## src/rtl/cpu_pkg.sv

```systemverilog
// Shared definitions for the multicycle CPU: instruction field positions,
// opcode encodings and the FSM state encoding.
package cpu_pkg;

  // Instruction word layout (16 bits):
  //   [15:12] opcode, [11:8] rd, [7:4] rs, [3:0] rt / imm4, [7:0] target
  localparam int INSTR_W = 16;
  localparam int OP_MSB  = 15;
  localparam int OP_LSB  = 12;
  localparam int RD_LSB  = 8;
  localparam int RS_LSB  = 4;
  localparam int RT_LSB  = 0;
  localparam int IMM_W   = 4;
  localparam int TGT_W   = 8;

  localparam logic [3:0] OP_NOP  = 4'h0;
  localparam logic [3:0] OP_ADD  = 4'h1;
  localparam logic [3:0] OP_SUB  = 4'h2;
  localparam logic [3:0] OP_AND  = 4'h3;
  localparam logic [3:0] OP_OR   = 4'h4;
  localparam logic [3:0] OP_XOR  = 4'h5;
  localparam logic [3:0] OP_LDI  = 4'h6;
  localparam logic [3:0] OP_MOV  = 4'h7;
  localparam logic [3:0] OP_JMP  = 4'h8;
  localparam logic [3:0] OP_BZ   = 4'h9;
  localparam logic [3:0] OP_HALT = 4'hF;

  localparam logic [2:0] S_IDLE      = 3'd0;
  localparam logic [2:0] S_FETCH     = 3'd1;
  localparam logic [2:0] S_DECODE    = 3'd2;
  localparam logic [2:0] S_EXECUTE   = 3'd3;
  localparam logic [2:0] S_WRITEBACK = 3'd4;
  localparam logic [2:0] S_HALT      = 3'd5;

  // Opcodes 1..7 produce a register write-back; everything else does not.
  function automatic logic op_writes_reg(input logic [3:0] op);
    return (op >= OP_ADD) && (op <= OP_MOV);
  endfunction

endpackage

```

## src/rtl/cpu_alu.sv

```systemverilog
// Combinational ALU for the multicycle CPU.
// Ports:
//   op  - instruction opcode
//   a   - rs operand
//   b   - rt operand
//   imm - 4-bit immediate (LDI)
//   y   - result, modulo 2^DATA_W (carries and borrows discarded)
module cpu_alu
  import cpu_pkg::*;
#(
  parameter int DATA_W = 8
) (
  input  logic [3:0]        op,
  input  logic [DATA_W-1:0] a,
  input  logic [DATA_W-1:0] b,
  input  logic [IMM_W-1:0]  imm,
  output logic [DATA_W-1:0] y
);

  always_comb begin
    y = '0;
    case (op)
      OP_ADD:  y = a + b;
      OP_SUB:  y = a - b;
      OP_AND:  y = a & b;
      OP_OR:   y = a | b;
      OP_XOR:  y = a ^ b;
      OP_LDI:  y = DATA_W'(imm);
      OP_MOV:  y = a;
      default: y = '0;
    endcase
  end

endmodule

```

## src/rtl/multicycle_cpu.sv

```systemverilog
// Four-cycle-per-instruction CPU: FETCH, DECODE, EXECUTE, WRITEBACK.
// Instruction memory is loaded through the imem_* port while the core is
// not busy; execution begins at pc 0 on start from IDLE or HALT.
// Ports:
//   clk, rst      - clock, asynchronous active-high reset
//   start         - begin execution at pc 0 (IDLE/HALT only)
//   imem_we       - instruction-memory write strobe (ignored while busy)
//   imem_addr     - instruction-memory write address
//   imem_wdata    - instruction word to store
//   busy          - high in FETCH/DECODE/EXECUTE/WRITEBACK
//   halted        - high in HALT
//   pc            - program counter
//   result        - last register write-back value
//   result_valid  - one-cycle pulse per register write-back
module multicycle_cpu
  import cpu_pkg::*;
#(
  parameter int DATA_W     = 8,
  parameter int NUM_REGS   = 4,
  parameter int IMEM_DEPTH = 16
) (
  input  logic                          clk,
  input  logic                          rst,
  input  logic                          start,
  input  logic                          imem_we,
  input  logic [$clog2(IMEM_DEPTH)-1:0] imem_addr,
  input  logic [INSTR_W-1:0]            imem_wdata,
  output logic                          busy,
  output logic                          halted,
  output logic [$clog2(IMEM_DEPTH)-1:0] pc,
  output logic [DATA_W-1:0]             result,
  output logic                          result_valid
);

  localparam int PC_W = $clog2(IMEM_DEPTH);
  localparam int RI_W = $clog2(NUM_REGS);

  logic [2:0]         state;
  logic [INSTR_W-1:0] imem [IMEM_DEPTH];
  logic [DATA_W-1:0]  regs [NUM_REGS];

  logic [INSTR_W-1:0] ir;
  logic [DATA_W-1:0]  opa;
  logic [DATA_W-1:0]  opb;
  logic [DATA_W-1:0]  opd;
  logic [DATA_W-1:0]  alu_y;
  logic [DATA_W-1:0]  alu_q;
  logic               take_q;

  logic [3:0]       op;
  logic [RI_W-1:0]  rd_idx;
  logic [RI_W-1:0]  rs_idx;
  logic [RI_W-1:0]  rt_idx;
  logic [PC_W-1:0]  tgt;
  logic [IMM_W-1:0] imm;

  // Register indices and the jump target use only the low bits of their
  // fields, so some instruction bits are legitimately unused.
  logic unused_ir;

  assign op        = ir[OP_MSB:OP_LSB];
  assign rd_idx    = ir[RD_LSB +: RI_W];
  assign rs_idx    = ir[RS_LSB +: RI_W];
  assign rt_idx    = ir[RT_LSB +: RI_W];
  assign tgt       = ir[PC_W-1:0];
  assign imm       = ir[IMM_W-1:0];
  assign unused_ir = ^ir;

  assign busy   = (state == S_FETCH) || (state == S_DECODE) ||
                  (state == S_EXECUTE) || (state == S_WRITEBACK);
  assign halted = (state == S_HALT);

  cpu_alu #(.DATA_W(DATA_W)) u_alu (
    .op  (op),
    .a   (opa),
    .b   (opb),
    .imm (imm),
    .y   (alu_y)
  );

  // Instruction memory: loadable only while the core is idle or halted,
  // never cleared by reset.
  always_ff @(posedge clk) begin
    if (imem_we && !busy) begin
      imem[imem_addr] <= imem_wdata;
    end
  end

  // Datapath registers. Their contents are only consumed in the state after
  // they are loaded, so they need no reset.
  always_ff @(posedge clk) begin
    case (state)
      S_FETCH: begin
        ir <= imem[pc];
      end
      S_DECODE: begin
        opa <= regs[rs_idx];
        opb <= regs[rt_idx];
        opd <= regs[rd_idx];
      end
      S_EXECUTE: begin
        alu_q  <= alu_y;
        take_q <= (op == OP_JMP) || ((op == OP_BZ) && (opd == '0));
      end
      default: ;
    endcase
  end

  // Control FSM, program counter, register file and result.
  // Register writes land at the end of WRITEBACK, so the next instruction's
  // DECODE reads the updated value without any forwarding.
  always_ff @(posedge clk or posedge rst) begin
    if (rst) begin
      state        <= S_IDLE;
      pc           <= '0;
      result       <= '0;
      result_valid <= 1'b0;
      for (int i = 0; i < NUM_REGS; i++) begin
        regs[i] <= '0;
      end
    end else begin
      result_valid <= 1'b0;
      case (state)
        S_IDLE, S_HALT: begin
          if (start) begin
            state <= S_FETCH;
            pc    <= '0;
          end
        end
        S_FETCH:  state <= S_DECODE;
        S_DECODE: state <= S_EXECUTE;
        S_EXECUTE: begin
          if (op == OP_HALT) begin
            state <= S_HALT;
          end else begin
            state <= S_WRITEBACK;
          end
        end
        S_WRITEBACK: begin
          state <= S_FETCH;
          pc    <= take_q ? tgt : pc + 1'b1;
          if (op_writes_reg(op)) begin
            regs[rd_idx] <= alu_q;
            result       <= alu_q;
            result_valid <= 1'b1;
          end
        end
        default: state <= S_IDLE;
      endcase
    end
  end

endmodule
```

## config.mk

```make
export PLATFORM = sky130hd
export DESIGN_NAME = multicycle_cpu
export DESIGN_NICKNAME = d
export VERILOG_FILES = /design/src/rtl/cpu_pkg.sv /design/src/rtl/cpu_alu.sv /design/src/rtl/multicycle_cpu.sv
export SDC_FILE = /design/constraint.sdc
export NUM_CORES = 1
export LEC_CHECK = 0
export BUFFER_PORTS_ARGS = -buffer_cell sky130_fd_sc_hd__buf_2
export CAP_MARGIN = 20
export CORE_MARGIN = 8
export CORE_UTILIZATION = 45
export CTS_CLUSTER_DIAMETER = 120
export DETAILED_ROUTE_END_ITERATION = 12
export SLEW_MARGIN = 10
export SYNTH_ARGS = -nofsm -noshare
export SYNTH_HDL_FRONTEND = slang
export SYNTH_HIERARCHICAL = 1
export SYNTH_SLANG_ARGS = --single-unit
```

## constraint.sdc

```tcl
create_clock -name clk -period 8.55 [get_ports clk]
set_input_delay 0.855 -clock clk [delete_from_list [all_inputs] [get_ports clk]]
set_output_delay 0.855 -clock clk [all_outputs]
set_load 0.02 [all_outputs]
```

==> impl_metrics.env <==
export IMPL_p_switching_mw=1.53
export IMPL_num_rows=60
export IMPL_firstDrtPassIters=5
export IMPL_multi_input_area_sq_um=3820
export IMPL_fin_setup_tns_ns=0
export IMPL_ys_flop_type="edfxtp_1"
export IMPL_ys_types=59
export IMPL_synth_top_area_share_pct=57.4
export IMPL_fin_crit_ns=3.35
export IMPL_ff_latch_area_sq_um=8320
export IMPL_grt_max_degree=54
export IMPL_die_h_um=182
export IMPL_grt_pass1_wl_um=39100
export IMPL_rsz0062_at_grt="false"
export IMPL_path_clk_slew_ns=0.06
export IMPL_seqPwrFrac_pct=43.6
export IMPL_p_int_mw=3.13
export IMPL_h_tree_depth=1
export IMPL_ant_nets=0
export IMPL_wirelength_um=25100
export IMPL_worstMarginPinSlew_ns=1.04
export IMPL_swShare_pct=32.9
export IMPL_cp_slowest_stage_delay_ns=0.69
export IMPL_vias=6516
export IMPL_r2r_cells=8
export IMPL_maxSlewViolCount=0
export IMPL_crit_chain="nor4b_2 > mux2_2 > fa_1 > nor2b_1 > o21ai_0 > a21boi_0 > or4_1 > nand3_1"
export IMPL_crit_path_max_fanout=14
export IMPL_finish_utilization_pct=51.6
export IMPL_grt_ovfl_total=0
export IMPL_die_w_um=182
export IMPL_cts_tree="yes"
export IMPL_finalCritPeriodShare_pct=39.2
export IMPL_cts_root_buf="clkbuf_16"
export IMPL_clock_latency_ns=0.55
export IMPL_ctsHoldBuffers=0
export IMPL_drv_cap=0
export IMPL_antenna_diode_count=0
export IMPL_slew_headroom_pct=30.4
export IMPL_port_buffer_count=34
export IMPL_p_leak_nw=4.87
export IMPL_cts_setup_buffers=0
export IMPL_r2r_end="alu_q[6]$_DFFE_PP_"
export IMPL_fin_nets=802
export IMPL_synth_most_common_cell="edfxtp_1"
export IMPL_dieArea_sq_um=33100
export IMPL_r2r_slack_ns=5.20
export IMPL_drive_gt1_share_pct=29.4
export IMPL_area_delta_synth_final_pct=12.4
export IMPL_finalHoldViolCount=0
export IMPL_synthesis_nets=746
export IMPL_status="finished, final reports clean"
export IMPL_synth_edf_count=237
export IMPL_synth_area_leaders="edfxtp_1 57%, mux4_2 13%, dfrtp_1 9.7%"
export IMPL_worst_setup_path_end_kind="register"
export IMPL_cts_buffers=29
export IMPL_max_freq_mhz=298
export IMPL_postSynth_asyncResetShare_pct=16.8
export IMPL_ioPinCount=39
export IMPL_crit_path_start="ir[14]$_DFFE_PP_"
export IMPL_clockPowerShare_pct=24.9
export IMPL_syn_area_sq_um=12400
export IMPL_cp_slowest_cell="nor4b_2"
export IMPL_r2r_start="ir[14]$_DFFE_PP_"
export IMPL_p_per_area_nw_per_um2=335
export IMPL_cts_sinks=285
export IMPL_required_ns=8.83
export IMPL_cts_resized_gates=0
export IMPL_detail_route_wl_per_cell_um=22.5
export IMPL_arrival_ns=3.64
export IMPL_ys_seq_area_share_pct=67.1
export IMPL_worstSetupPathType="register to register"
export IMPL_worst_clock_skew_ns=0.0138
export IMPL_start_kind="register"
export IMPL_nFillCells=2198
export IMPL_peakVddDrop_mv=0.263
export IMPL_start_util_pct=45.9
export IMPL_grt_usage_pct=15.1
export IMPL_gp_congestion=0.839
export IMPL_avgSynthCellArea_sq_um=17.8
export IMPL_hold_class="input port to asynchronous set/reset pin"
export IMPL_ys_ff_latch=285
export IMPL_netlist_top_cells_count="237 x edfxtp_1, 72 x mux4_2, 48 x dfrtp_1, 43 x mux2_2, 30 x a22oi_1"
export IMPL_syn_inst=696
export IMPL_drtIter0Drc=466
export IMPL_synth_area_leader_cell="edfxtp_1"
export IMPL_antenna_found_initial=0
export IMPL_drc=0
export IMPL_grt_pass1_vias=6879
export IMPL_core_sq_um=27000
export IMPL_dp_hpwl_um=16500
export IMPL_ys_warn_count=6
export IMPL_finalSetupViolCount=0
export IMPL_comb_power_share_pct=31.5
export IMPL_avgViaCountPerCell=5.84
export IMPL_clock_path_buffers=3
export IMPL_cp_endpoint="alu_q[6]$_DFFE_PP_"
[logic make-up after synthesis]
group / Yosys count / synth area share [%]
xor+xnor: 11 / 0.777
buf+inv: 63 / 2.16
simple gates: 106 / 5.04
mux: 120 / 17.4
compound gates: 85 / 4.84
fa+ha+maj: 26 / 2.69
flops: 285 / 67.1
[stage by stage]
| step | cells | total power, mW | hold WS, ns | area (sq um) | worst slack (ns) |
|---|---|---|---|---|---|
| floorplan | 696 | 3.10 | 0.510 | 12400 | 5.66 |
| global placement | 1060 | 3.48 | 0.486 | 13000 | 5.20 |
| detailed placement | 1060 | 3.53 | 0.495 | 13000 | 5.25 |
| CTS | 1114 | 4.70 | 0.508 | 13900 | 5.20 |
| global route | 1116 | 4.91 | 0.274 | 13900 | 4.99 |
| finish | 1116 | 4.66 | 0.270 | 13900 | 5.20 |
[worst min-delay path by stage]
stage,slack (ns),endpoint,cells past startpoint,startpoint
finish,0.27,result_valid$_DFF_PP0_,2,rst
global route,0.27,result[6]$_DFFE_PP0P_,2,rst
CTS,0.51,result[1]$_DFFE_PP0P_,1,result[1]$_DFFE_PP0P_
detailed placement,0.49,result[1]$_DFFE_PP0P_,1,result[1]$_DFFE_PP0P_
global placement,0.49,result[3]$_DFFE_PP0P_,1,result[3]$_DFFE_PP0P_
floorplan,0.51,regs[10]$_DFFE_PP0P_,1,regs[10]$_DFFE_PP0P_
[cells in the final DEF, fill, tap and decap left out, types with 4 or more instances in the layout]
cell       synthesis  layout
a21oi_1           11      11
a22oi_1           30      30
a31oi_1            6       6
buf_2              7      34
buf_4              2      23
clkbuf_1          20      12
clkbuf_16          0      29
clkinv_1           0       4
clkinv_2           0       4
dfrtp_1           48      46
edfxtp_1         237     237
ha_1              25      25
inv_1             29      28
mux2_2            43      43
mux2i_1            5       5
mux4_2            72      72
nand2_1           28      28
nand2b_1           8       8
nor2_1            23      23
nor2b_1            8       8
nor3_1            11      10
o2111ai_1          4       4
o21ai_0            8       8
o22ai_1            4       4
xnor2_1           10      10
[state kept, by name, summed over array words and instances (netlist names)]
name	cells
alu_q	8
imem	192
ir	12
opa	8
opb	8
opd	8
pc	4
regs	32
result	8
result_valid	1
state	3
take_q	1
[routing by layer]
metal  up-vias  track usage [%]  part of all wire, %
met2       163             26.7                   51
met1      3379             18.7                   41
li1       2915                -                    -
met4         0             4.56                  2.7
met3        59             2.63                  4.4
met5         -                0                    0
[power groups by stage]
stage | registers, mW | clock network (mW) | logic (mW)
detailed placement | 2.06 | 0 | 1.47
global placement | 2.05 | 0 | 1.43
floorplan | 1.95 | 0 | 1.16
finish | 2.03 | 1.16 | 1.47
CTS | 2.04 | 1.19 | 1.47
global route | 2.07 | 1.24 | 1.60
[layout make-up]
cell class / instances / area share (%)
Clock buffer: 44 / 5.83
Clock inverter: 10 / 0.440
Sequential cell: 285 / 59.7
Timing Repair Buffer: 59 / 2.75
Inverter: 29 / 0.781
Tap cell: 341 / 3.06
Multi-Input combinational cell: 348 / 27.4
[worst max-delay path: cells and delay by family (launching register included)]
family	cells	cell delay [ns]
and+or+nand+nor	4	1.12
adders and majority gates	1	0.41
AOI/OAI and AO/OA	2	0.45
DFF	1	0.67
muxes	1	0.43
(Power assumes the default switching activity.)
